`src/rtl/sevenseg_pkg.sv`:
```
// Shared definitions for the seven-segment scan controller.
// Segment patterns are held in active-low form ({a,b,c,d,e,f,g}, bit6 = a);
// the top level inverts them for active-high boards.
package sevenseg_pkg;

  // All segments unlit, active-low form.
  localparam logic [6:0] SEG_BLANK = 7'b1111111;

  // Hex nibble to active-low segment pattern.
  function automatic logic [6:0] hex_to_seg(input logic [3:0] nib);
    logic [6:0] seg;
    case (nib)
      4'h0:    seg = 7'b0000001;
      4'h1:    seg = 7'b1001111;
      4'h2:    seg = 7'b0010010;
      4'h3:    seg = 7'b0000110;
      4'h4:    seg = 7'b1001100;
      4'h5:    seg = 7'b0100100;
      4'h6:    seg = 7'b0100000;
      4'h7:    seg = 7'b0001111;
      4'h8:    seg = 7'b0000000;
      4'h9:    seg = 7'b0000100;
      4'hA:    seg = 7'b0001000;
      4'hB:    seg = 7'b1100000;
      4'hC:    seg = 7'b0110001;
      4'hD:    seg = 7'b1000010;
      4'hE:    seg = 7'b0110000;
      default: seg = 7'b0111000;
    endcase
    return seg;
  endfunction

endpackage

```
`src/rtl/sevenseg_scan_ctrl_if.sv`:
```
// Bus bundle between the display client and the scan controller.
//   refresh_div : clk cycles per digit slot (0 behaves as 1)
//   value       : hex nibbles, digit i = value[4i+3:4i]
//   load        : 1-cycle strobe capturing value/dp_mask/blank_mask
//   dp_mask     : decimal point per digit
//   blank_mask  : force digit dark
//   lz_en       : leading-zero suppression enable
//   an          : anode drive (one-hot when asserted)
//   sev_out     : segments {a..g}
//   dp_out      : decimal point segment
//   frame_done  : 1-cycle pulse on digit index wrap
// master = client driving the display, slave = scan controller.
interface sevenseg_scan_ctrl_if #(
  parameter int NUM_DIGITS = 8,
  parameter int DIV_W      = 16
);
  logic [DIV_W-1:0]        refresh_div;
  logic [4*NUM_DIGITS-1:0] value;
  logic                    load;
  logic [NUM_DIGITS-1:0]   dp_mask;
  logic [NUM_DIGITS-1:0]   blank_mask;
  logic                    lz_en;
  logic [NUM_DIGITS-1:0]   an;
  logic [6:0]              sev_out;
  logic                    dp_out;
  logic                    frame_done;

  modport master (
    output refresh_div, value, load, dp_mask, blank_mask, lz_en,
    input  an, sev_out, dp_out, frame_done
  );

  modport slave (
    input  refresh_div, value, load, dp_mask, blank_mask, lz_en,
    output an, sev_out, dp_out, frame_done
  );
endinterface

```
`src/rtl/sevenseg_tick_gen.sv`:
```
// Slot counter for the scan controller.
//   clk, rst_n    : clock, synchronous active-low reset
//   refresh_div_i : requested slot length in clk cycles (0 behaves as 1)
//   tick_o        : last cycle of the current slot
//   cnt_o         : position inside the slot
//   div_eff_o     : effective slot length, max(refresh_div_i, 1)
module sevenseg_tick_gen #(
  parameter int DIV_W = 16
) (
  input  logic             clk,
  input  logic             rst_n,
  input  logic [DIV_W-1:0] refresh_div_i,
  output logic             tick_o,
  output logic [DIV_W-1:0] cnt_o,
  output logic [DIV_W-1:0] div_eff_o
);

  logic [DIV_W-1:0] cnt_q, cnt_d;

  always_comb begin
    div_eff_o = (refresh_div_i == '0) ? DIV_W'(1) : refresh_div_i;
    // >= so that lowering the divider mid-slot ends the slot on the next cycle
    tick_o    = (cnt_q >= div_eff_o - DIV_W'(1));
    cnt_d     = tick_o ? '0 : cnt_q + DIV_W'(1);
  end

  always_ff @(posedge clk) begin
    if (!rst_n) cnt_q <= '0;
    else        cnt_q <= cnt_d;
  end

  assign cnt_o = cnt_q;

endmodule

```
`src/rtl/sevenseg_scan_ctrl.sv`:
```
// Multi-digit seven-segment scan controller.
// Time-multiplexes NUM_DIGITS hex digits onto shared segment lines with a
// runtime slot divider, frame-aligned shadow loading, per-digit blanking and
// decimal points, leading-zero suppression and anode dead time.
//   clk : system clock
//   Rst : synchronous active-low reset
//   bus : sevenseg_scan_ctrl_if slave (inputs, an/sev_out/dp_out/frame_done)
// an, sev_out and dp_out come from one register stage so they always move together.
module sevenseg_scan_ctrl
  import sevenseg_pkg::*;
#(
  parameter int NUM_DIGITS     = 8,
  parameter int DIV_W          = 16,
  parameter int DEADTIME       = 4,
  parameter int AN_ACTIVE_LOW  = 1,
  parameter int SEG_ACTIVE_LOW = 1
) (
  input logic                clk,
  input logic                Rst,
  sevenseg_scan_ctrl_if.slave bus
);

  localparam int                     IDX_W    = $clog2(NUM_DIGITS);
  localparam logic [IDX_W-1:0]       LAST_IDX = IDX_W'(NUM_DIGITS - 1);
  localparam logic [NUM_DIGITS-1:0]  AN_OFF   = (AN_ACTIVE_LOW != 0) ? '1 : '0;
  localparam logic [6:0]             SEG_OFF  = (SEG_ACTIVE_LOW != 0) ? SEG_BLANK : ~SEG_BLANK;
  localparam logic                   DP_OFF   = (SEG_ACTIVE_LOW != 0);

  logic             tick;
  logic [DIV_W-1:0] cnt, div_eff, dead_lim;

  logic [IDX_W-1:0]        idx_q, idx_d;
  logic                    pend_q, pend_d;
  logic [4*NUM_DIGITS-1:0] sh_val_q, sh_val_d, act_val_q, act_val_d;
  logic [NUM_DIGITS-1:0]   sh_dp_q, sh_dp_d, act_dp_q, act_dp_d;
  logic [NUM_DIGITS-1:0]   sh_bl_q, sh_bl_d, act_bl_q, act_bl_d;
  logic [NUM_DIGITS-1:0]   an_q, an_d;
  logic [6:0]              seg_q, seg_d;
  logic                    dp_q, dp_d, fd_q, fd_d;

  logic                    wrap, dead, show_an;
  logic [3:0]              cur_nib;
  logic                    cur_dp, cur_bl, cur_supp;
  logic [NUM_DIGITS-1:0]   onehot;
  logic [6:0]              seg_lo;

  sevenseg_tick_gen #(.DIV_W(DIV_W)) u_tick (
    .clk           (clk),
    .rst_n         (Rst),
    .refresh_div_i (bus.refresh_div),
    .tick_o        (tick),
    .cnt_o         (cnt),
    .div_eff_o     (div_eff)
  );

  // Current digit selection and leading-zero scan from the top digit down.
  always_comb begin : sel_blk
    logic zero_above;
    zero_above = 1'b1;
    cur_nib    = '0;
    cur_dp     = 1'b0;
    cur_bl     = 1'b0;
    cur_supp   = 1'b0;
    for (int i = NUM_DIGITS - 1; i >= 0; i--) begin
      zero_above = zero_above & (act_val_q[4*i +: 4] == 4'h0);
      if (idx_q == IDX_W'(i)) begin
        cur_nib  = act_val_q[4*i +: 4];
        cur_dp   = act_dp_q[i];
        cur_bl   = act_bl_q[i];
        cur_supp = bus.lz_en & (i != 0) & zero_above;
      end
    end
  end

  always_comb begin
    wrap  = tick & (idx_q == LAST_IDX);
    idx_d = idx_q;
    if (tick) idx_d = wrap ? '0 : idx_q + IDX_W'(1);

    // Shadow/active: content changes only on a frame wrap.
    sh_val_d  = sh_val_q;
    sh_dp_d   = sh_dp_q;
    sh_bl_d   = sh_bl_q;
    act_val_d = act_val_q;
    act_dp_d  = act_dp_q;
    act_bl_d  = act_bl_q;
    pend_d    = pend_q;
    if (bus.load) begin
      sh_val_d = bus.value;
      sh_dp_d  = bus.dp_mask;
      sh_bl_d  = bus.blank_mask;
      pend_d   = 1'b1;
    end
    if (wrap) begin
      if (bus.load) begin
        act_val_d = bus.value;
        act_dp_d  = bus.dp_mask;
        act_bl_d  = bus.blank_mask;
      end else if (pend_q) begin
        act_val_d = sh_val_q;
        act_dp_d  = sh_dp_q;
        act_bl_d  = sh_bl_q;
      end
      pend_d = 1'b0;
    end

    // Dead time never swallows the whole slot: capped at div_eff-1.
    dead_lim = (DIV_W'(DEADTIME) < div_eff - DIV_W'(1)) ? DIV_W'(DEADTIME)
                                                        : div_eff - DIV_W'(1);
    dead     = (cnt < dead_lim);
    // A suppressed digit still drives its anode when it carries a decimal point.
    show_an  = ~cur_bl & ~dead & (~cur_supp | cur_dp);
    onehot   = NUM_DIGITS'(1) << idx_q;
    an_d     = show_an ? ((AN_ACTIVE_LOW != 0) ? ~onehot : onehot) : AN_OFF;
    seg_lo   = (show_an & ~cur_supp) ? hex_to_seg(cur_nib) : SEG_BLANK;
    seg_d    = (SEG_ACTIVE_LOW != 0) ? seg_lo : ~seg_lo;
    dp_d     = (show_an & cur_dp) ? ~DP_OFF : DP_OFF;
    fd_d     = wrap;
  end

  always_ff @(posedge clk) begin
    if (!Rst) begin
      idx_q     <= '0;
      pend_q    <= 1'b0;
      sh_val_q  <= '0;
      sh_dp_q   <= '0;
      sh_bl_q   <= '0;
      act_val_q <= '0;
      act_dp_q  <= '0;
      act_bl_q  <= '0;
      an_q      <= AN_OFF;
      seg_q     <= SEG_OFF;
      dp_q      <= DP_OFF;
      fd_q      <= 1'b0;
    end else begin
      idx_q     <= idx_d;
      pend_q    <= pend_d;
      sh_val_q  <= sh_val_d;
      sh_dp_q   <= sh_dp_d;
      sh_bl_q   <= sh_bl_d;
      act_val_q <= act_val_d;
      act_dp_q  <= act_dp_d;
      act_bl_q  <= act_bl_d;
      an_q      <= an_d;
      seg_q     <= seg_d;
      dp_q      <= dp_d;
      fd_q      <= fd_d;
    end
  end

  assign bus.an         = an_q;
  assign bus.sev_out    = seg_q;
  assign bus.dp_out     = dp_q;
  assign bus.frame_done = fd_q;

endmodule

```
`src/flat_wrapper.sv`:
```
// flat-port wrapper written by rule: the top's interface ports become plain ports
module sevenseg_scan_ctrl_flat import sevenseg_pkg::*;
#(
  parameter int NUM_DIGITS     = 8,
  parameter int DIV_W          = 16,
  parameter int DEADTIME       = 4,
  parameter int AN_ACTIVE_LOW  = 1,
  parameter int SEG_ACTIVE_LOW = 1
)
  (clk, Rst, bus_refresh_div, bus_value, bus_load, bus_dp_mask, bus_blank_mask, bus_lz_en, bus_an, bus_sev_out, bus_dp_out, bus_frame_done);
  sevenseg_scan_ctrl_if #(.NUM_DIGITS(NUM_DIGITS), .DIV_W(DIV_W)) bus_i ();
  input logic clk;
  input logic Rst;
  input wire logic [$bits(bus_i.refresh_div)-1:0] bus_refresh_div;
  input wire logic [$bits(bus_i.value)-1:0] bus_value;
  input wire logic [$bits(bus_i.load)-1:0] bus_load;
  input wire logic [$bits(bus_i.dp_mask)-1:0] bus_dp_mask;
  input wire logic [$bits(bus_i.blank_mask)-1:0] bus_blank_mask;
  input wire logic [$bits(bus_i.lz_en)-1:0] bus_lz_en;
  output wire logic [$bits(bus_i.an)-1:0] bus_an;
  output wire logic [$bits(bus_i.sev_out)-1:0] bus_sev_out;
  output wire logic [$bits(bus_i.dp_out)-1:0] bus_dp_out;
  output wire logic [$bits(bus_i.frame_done)-1:0] bus_frame_done;
  assign bus_i.refresh_div = bus_refresh_div;
  assign bus_i.value = bus_value;
  assign bus_i.load = bus_load;
  assign bus_i.dp_mask = bus_dp_mask;
  assign bus_i.blank_mask = bus_blank_mask;
  assign bus_i.lz_en = bus_lz_en;
  assign bus_an = bus_i.an;
  assign bus_sev_out = bus_i.sev_out;
  assign bus_dp_out = bus_i.dp_out;
  assign bus_frame_done = bus_i.frame_done;
  sevenseg_scan_ctrl #(.NUM_DIGITS(NUM_DIGITS), .DIV_W(DIV_W), .DEADTIME(DEADTIME), .AN_ACTIVE_LOW(AN_ACTIVE_LOW), .SEG_ACTIVE_LOW(SEG_ACTIVE_LOW)) u_core (.clk(clk), .Rst(Rst), .bus(bus_i));
endmodule
```
`config.mk`:
```
export PLATFORM = sky130hd
export DESIGN_NAME = sevenseg_scan_ctrl_flat
export DESIGN_NICKNAME = d
export VERILOG_FILES = /design/src/rtl/sevenseg_pkg.sv /design/src/rtl/sevenseg_scan_ctrl_if.sv /design/src/rtl/sevenseg_tick_gen.sv /design/src/rtl/sevenseg_scan_ctrl.sv /design/src/flat_wrapper.sv
export SDC_FILE = /design/constraint.sdc
export NUM_CORES = 1
export LEC_CHECK = 0
export CORE_AREA = 4 4 144 146
export CTS_CLUSTER_DIAMETER = 50
export CTS_CLUSTER_SIZE = 30
export DETAILED_ROUTE_END_ITERATION = 10
export DIE_AREA = 0 0 148 150
export SYNTH_ARGS = -nofsm -noshare
export SYNTH_HDL_FRONTEND = slang
export SYNTH_SLANG_ARGS = --single-unit
```
`constraint.sdc`:
```
create_clock -name clk -period 8.2 [get_ports clk]
set_input_delay 1.64 -clock clk [delete_from_list [all_inputs] [get_ports clk]]
set_output_delay 1.64 -clock clk [all_outputs]
set_load 0.01 [all_outputs]
```
==> flow_summary.toml <==
[yosys]
ys_seq_area_frac = 0.377
synthArstFlopShare = 0
synthFlopType = "dfxtp_1"
synth_edf_count = 0
synth_warnings = 0
synth_cell_type_count = 61
synth_cells = 817
synth_area_um2 = 7060
synth_seq_cells = 133
syn-mean-instance-area_um2 = 8.64

[sta]
period_needed_ns = 6.09
whs_ns = 0.495
fmax_mhz = 164
fin_ws_ns = 2.11
setup_violations = 0
post-route-period-util = 0.742
report.final.slew_viol_count = 0
setup_tns_ns = 0
rsz0062_at_grt = "no"
hold_violations = 0
worst_pin_slew_ns = 1.05
finalClockSkew_ns = 0.0177
slew_headroom = 0.293

[setup_path]
critPathArrivalTime_ns = 6.35
reg2reg_depth = 11
crit_required_ns = 8.46
worstPathCellList = "clkdlybuf4s50_1 -> nor4_4 -> and4_1 -> a21oi_1 -> ha_1 -> nor3b_1 -> and3_1 -> o2111ai_1 -> or4_4 -> or3_1 -> ha_1 -> o21a_1 -> o21a_1 -> o211ai_1 -> o2111ai_1 -> o41ai_4 -> nor3b_2 -> o211ai_1"
max_stage_delay_ns = 0.61
cp-end-kind = "flip-flop"
crit_slowest_cell = "clkdlybuf4s50_1"
worstSetupPathType = "primary input to flip-flop"
crit_fanout = 7
r2r-end = "u_core.bus.sev_out[3]"
startpoint = "bus_refresh_div[7]"
worstReg2RegStart = "u_core.idx_q[1]"
reg2reg_slack_ns = 4.64
start_kind = "primary input"

[job]
maxCapViolations = 0

[cells_and_area]
layout_common_cells = "133 x dfxtp_1, 91 x nand2_1, 82 x clkdlybuf4s50_1, 71 x a21oi_1"
n_fill_cell = 1945
antenna_cells = 0
drive_above_1_share = 0.109
area_delta_synth_final_pct = 23.4
mostFrequentLayoutCell = "dfxtp_1"
fin_nets = 997

[global_route]
grt_pass1_vias = 5463
antenna_found_initial = 0
grt_pass1_wl_um = 27700
globalRouteTotalUtil = 0.155
overflow = 0
grt_max_degree = 97

[drt]
drt_wl_total_um = 17200
vias = 5833
drtIter0Drc = 359
viasPerCell = 5.03
first_pass_iters = 4
postRouteAntennaNets = 0
drc = 0
wl_per_cell_um = 14.8

[hold_path]
min_path_cells = 1
hp-class = "flip-flop to flip-flop"
worstHoldStart = "u_core.u_tick.cnt_o[0]"
hold-path-endpoint = "u_core.u_tick.cnt_o[0]"

[status]
status = "finished clean"

[power]
leakage_nw = 3.49
p_per_area_nw_per_um2 = 176
vdd_drop_max_uv = 146

[clock_tree]
clk_pin_slew_worst_paths_ns = 0.06
clk_path_buf_depth = 2
clk_latency_ns = 0.42
post_cts_buffers = 0
cts_tree = "built"
ctsResizeCount = 0
htree_levels = 4
cts_buffers = 17
ctsRootBufferMaster = "clkbuf_16"
cts_hold_buf = 0
cts_num_sinks = 133

[placement]
dp_hpwl_um = 12100
routabilityCongestion = 0.883
port_buffers = 84
pre_cts_slack_ns = 1.72

[floorplanning]
pin_count = 85
die_area_um2 = 22200
row_count = 51
die_h_um = 150
coreArea_um2 = 19400
start_util = 0.364
die_w_um = 148
how the worst max path moves through the flow:
| stage | to | slack, ns |
|---|---|---|
| 2_1_floorplan | u_core.bus.sev_out[0] | 2.82 |
| 5_1_grt | u_core.bus.sev_out[0] | 1.77 |
| 6_report | u_core.bus.sev_out[0] | 2.11 |
| 3_5_place_dp | u_core.bus.sev_out[0] | 1.72 |
| 3_3_place_gp | u_core.bus.sev_out[2] | 1.81 |
| 4_1_cts | u_core.bus.sev_out[0] | 2.15 |
cells in the mapped netlist, types with 3 or more instances:
cell type    n  area [um2]
mux2i_1     56         561
nand2_1     91         342
nand3b_1     3        22.5
inv_1       21        78.8
nand3_1     27         135
a211oi_1     4        30.0
nor4_1       6        37.5
nand4_1      3        18.8
a21oi_1     71         355
clkbuf_1    49         184
a22oi_1      3        22.5
xnor2_1     15         131
dfxtp_1    133        2660
nor2_1      57         214
and2_1       5        31.3
nor3_1      12        60.1
o2111ai_1    3        26.3
a21o_1       4        30.0
buf_1        4        15.0
o21ai_1      3        15.0
nand2b_1     4        25.0
o21ai_0     26         130
o211ai_1     9        67.6
xor2_1      10        87.6
nor2b_1     37         231
ha_1        46         576
or4_1        3        22.5
clkinv_1     3        11.3
and3_1       8        50.1
a31o_2      48         420
nor3b_1      3        22.5
o21a_1       4        30.0
or3_1        4        25.0
a31oi_1      8        50.1
state kept, by name, summed over array words and instances (netlist names):
| register | cells |
|---|---|
| u_core.act_dp_q | 8 |
| u_core.act_bl_q | 8 |
| u_core.u_tick.cnt_o | 16 |
| u_core.bus.sev_out | 7 |
| u_core.sh_val_q | 32 |
| u_core.idx_q | 3 |
| u_core.bus.an | 8 |
| u_core.act_val_q | 32 |
| u_core.bus.dp_out | 1 |
| u_core.sh_dp_q | 8 |
| u_core.bus.frame_done | 1 |
| u_core.sh_bl_q | 8 |
| u_core.pend_q | 1 |
critical path: cells and delay by family:
kind,cells,cell delay [ns]
adders and majority gates,2,0.65
and+or+nand+nor,7,2.21
buffers and inverters,1,0.61
AOI/OAI and AO/OA,8,1.23
power breakdown:
part	internal [W]	leakage, nW	switching (W)
Sequential	0.000662	1.08	0.00000572
Combinational	0.0000587	2.13	0.0000547
Clock	0.000462	0.278	0.000288
Total	0.00118	3.49	0.000348
cell type report:
type	instances	area, um2	area share
repair buffers	89	868	0.0997
flip-flops and latches	133	2660	0.306
clock buffers	20	457	0.0525
clock inverters	11	128	0.0147
well taps	265	332	0.0381
inverters	24	90.1	0.0103
multi-input cells	618	4170	0.479
metrics by stage:
stage                util  power [W]  instance area [um2]  instances
floorplan               -   0.000743                 7100        829
global placement    0.419   0.000795                 8120       1129
detailed placement  0.419   0.000796                 8120       1129
CTS                 0.449    0.00155                 8710       1160
global route        0.449    0.00159                 8710       1160
finish              0.449    0.00153                 8710       1160
cell families (layout without fill, tap and decap cells):
group                      after synthesis  count (layout)  share of synthesized area
muxes                                   58              58                     0.0826
AOI/OAI and AO/OA                      203             203                      0.194
and+or+nand+nor                        273             273                      0.191
xor gates and xnor gates                25              25                     0.0310
DFF                                    133             133                      0.377
adders and majority gates               46              46                     0.0816
buffers and inverters                   78             144                     0.0417
other                                    1              13                   0.000531
routing by layer:
metal / up-vias / wire (um) / global-route usage
met5: - / 0 / 0
met4: 0 / 233 / 0.0476
met3: 15 / 803 / 0.0457
met2: 120 / 7650 / 0.237
met1: 2663 / 8480 / 0.211
li1: 3035 / - / -
(Power assumes the default switching activity.)
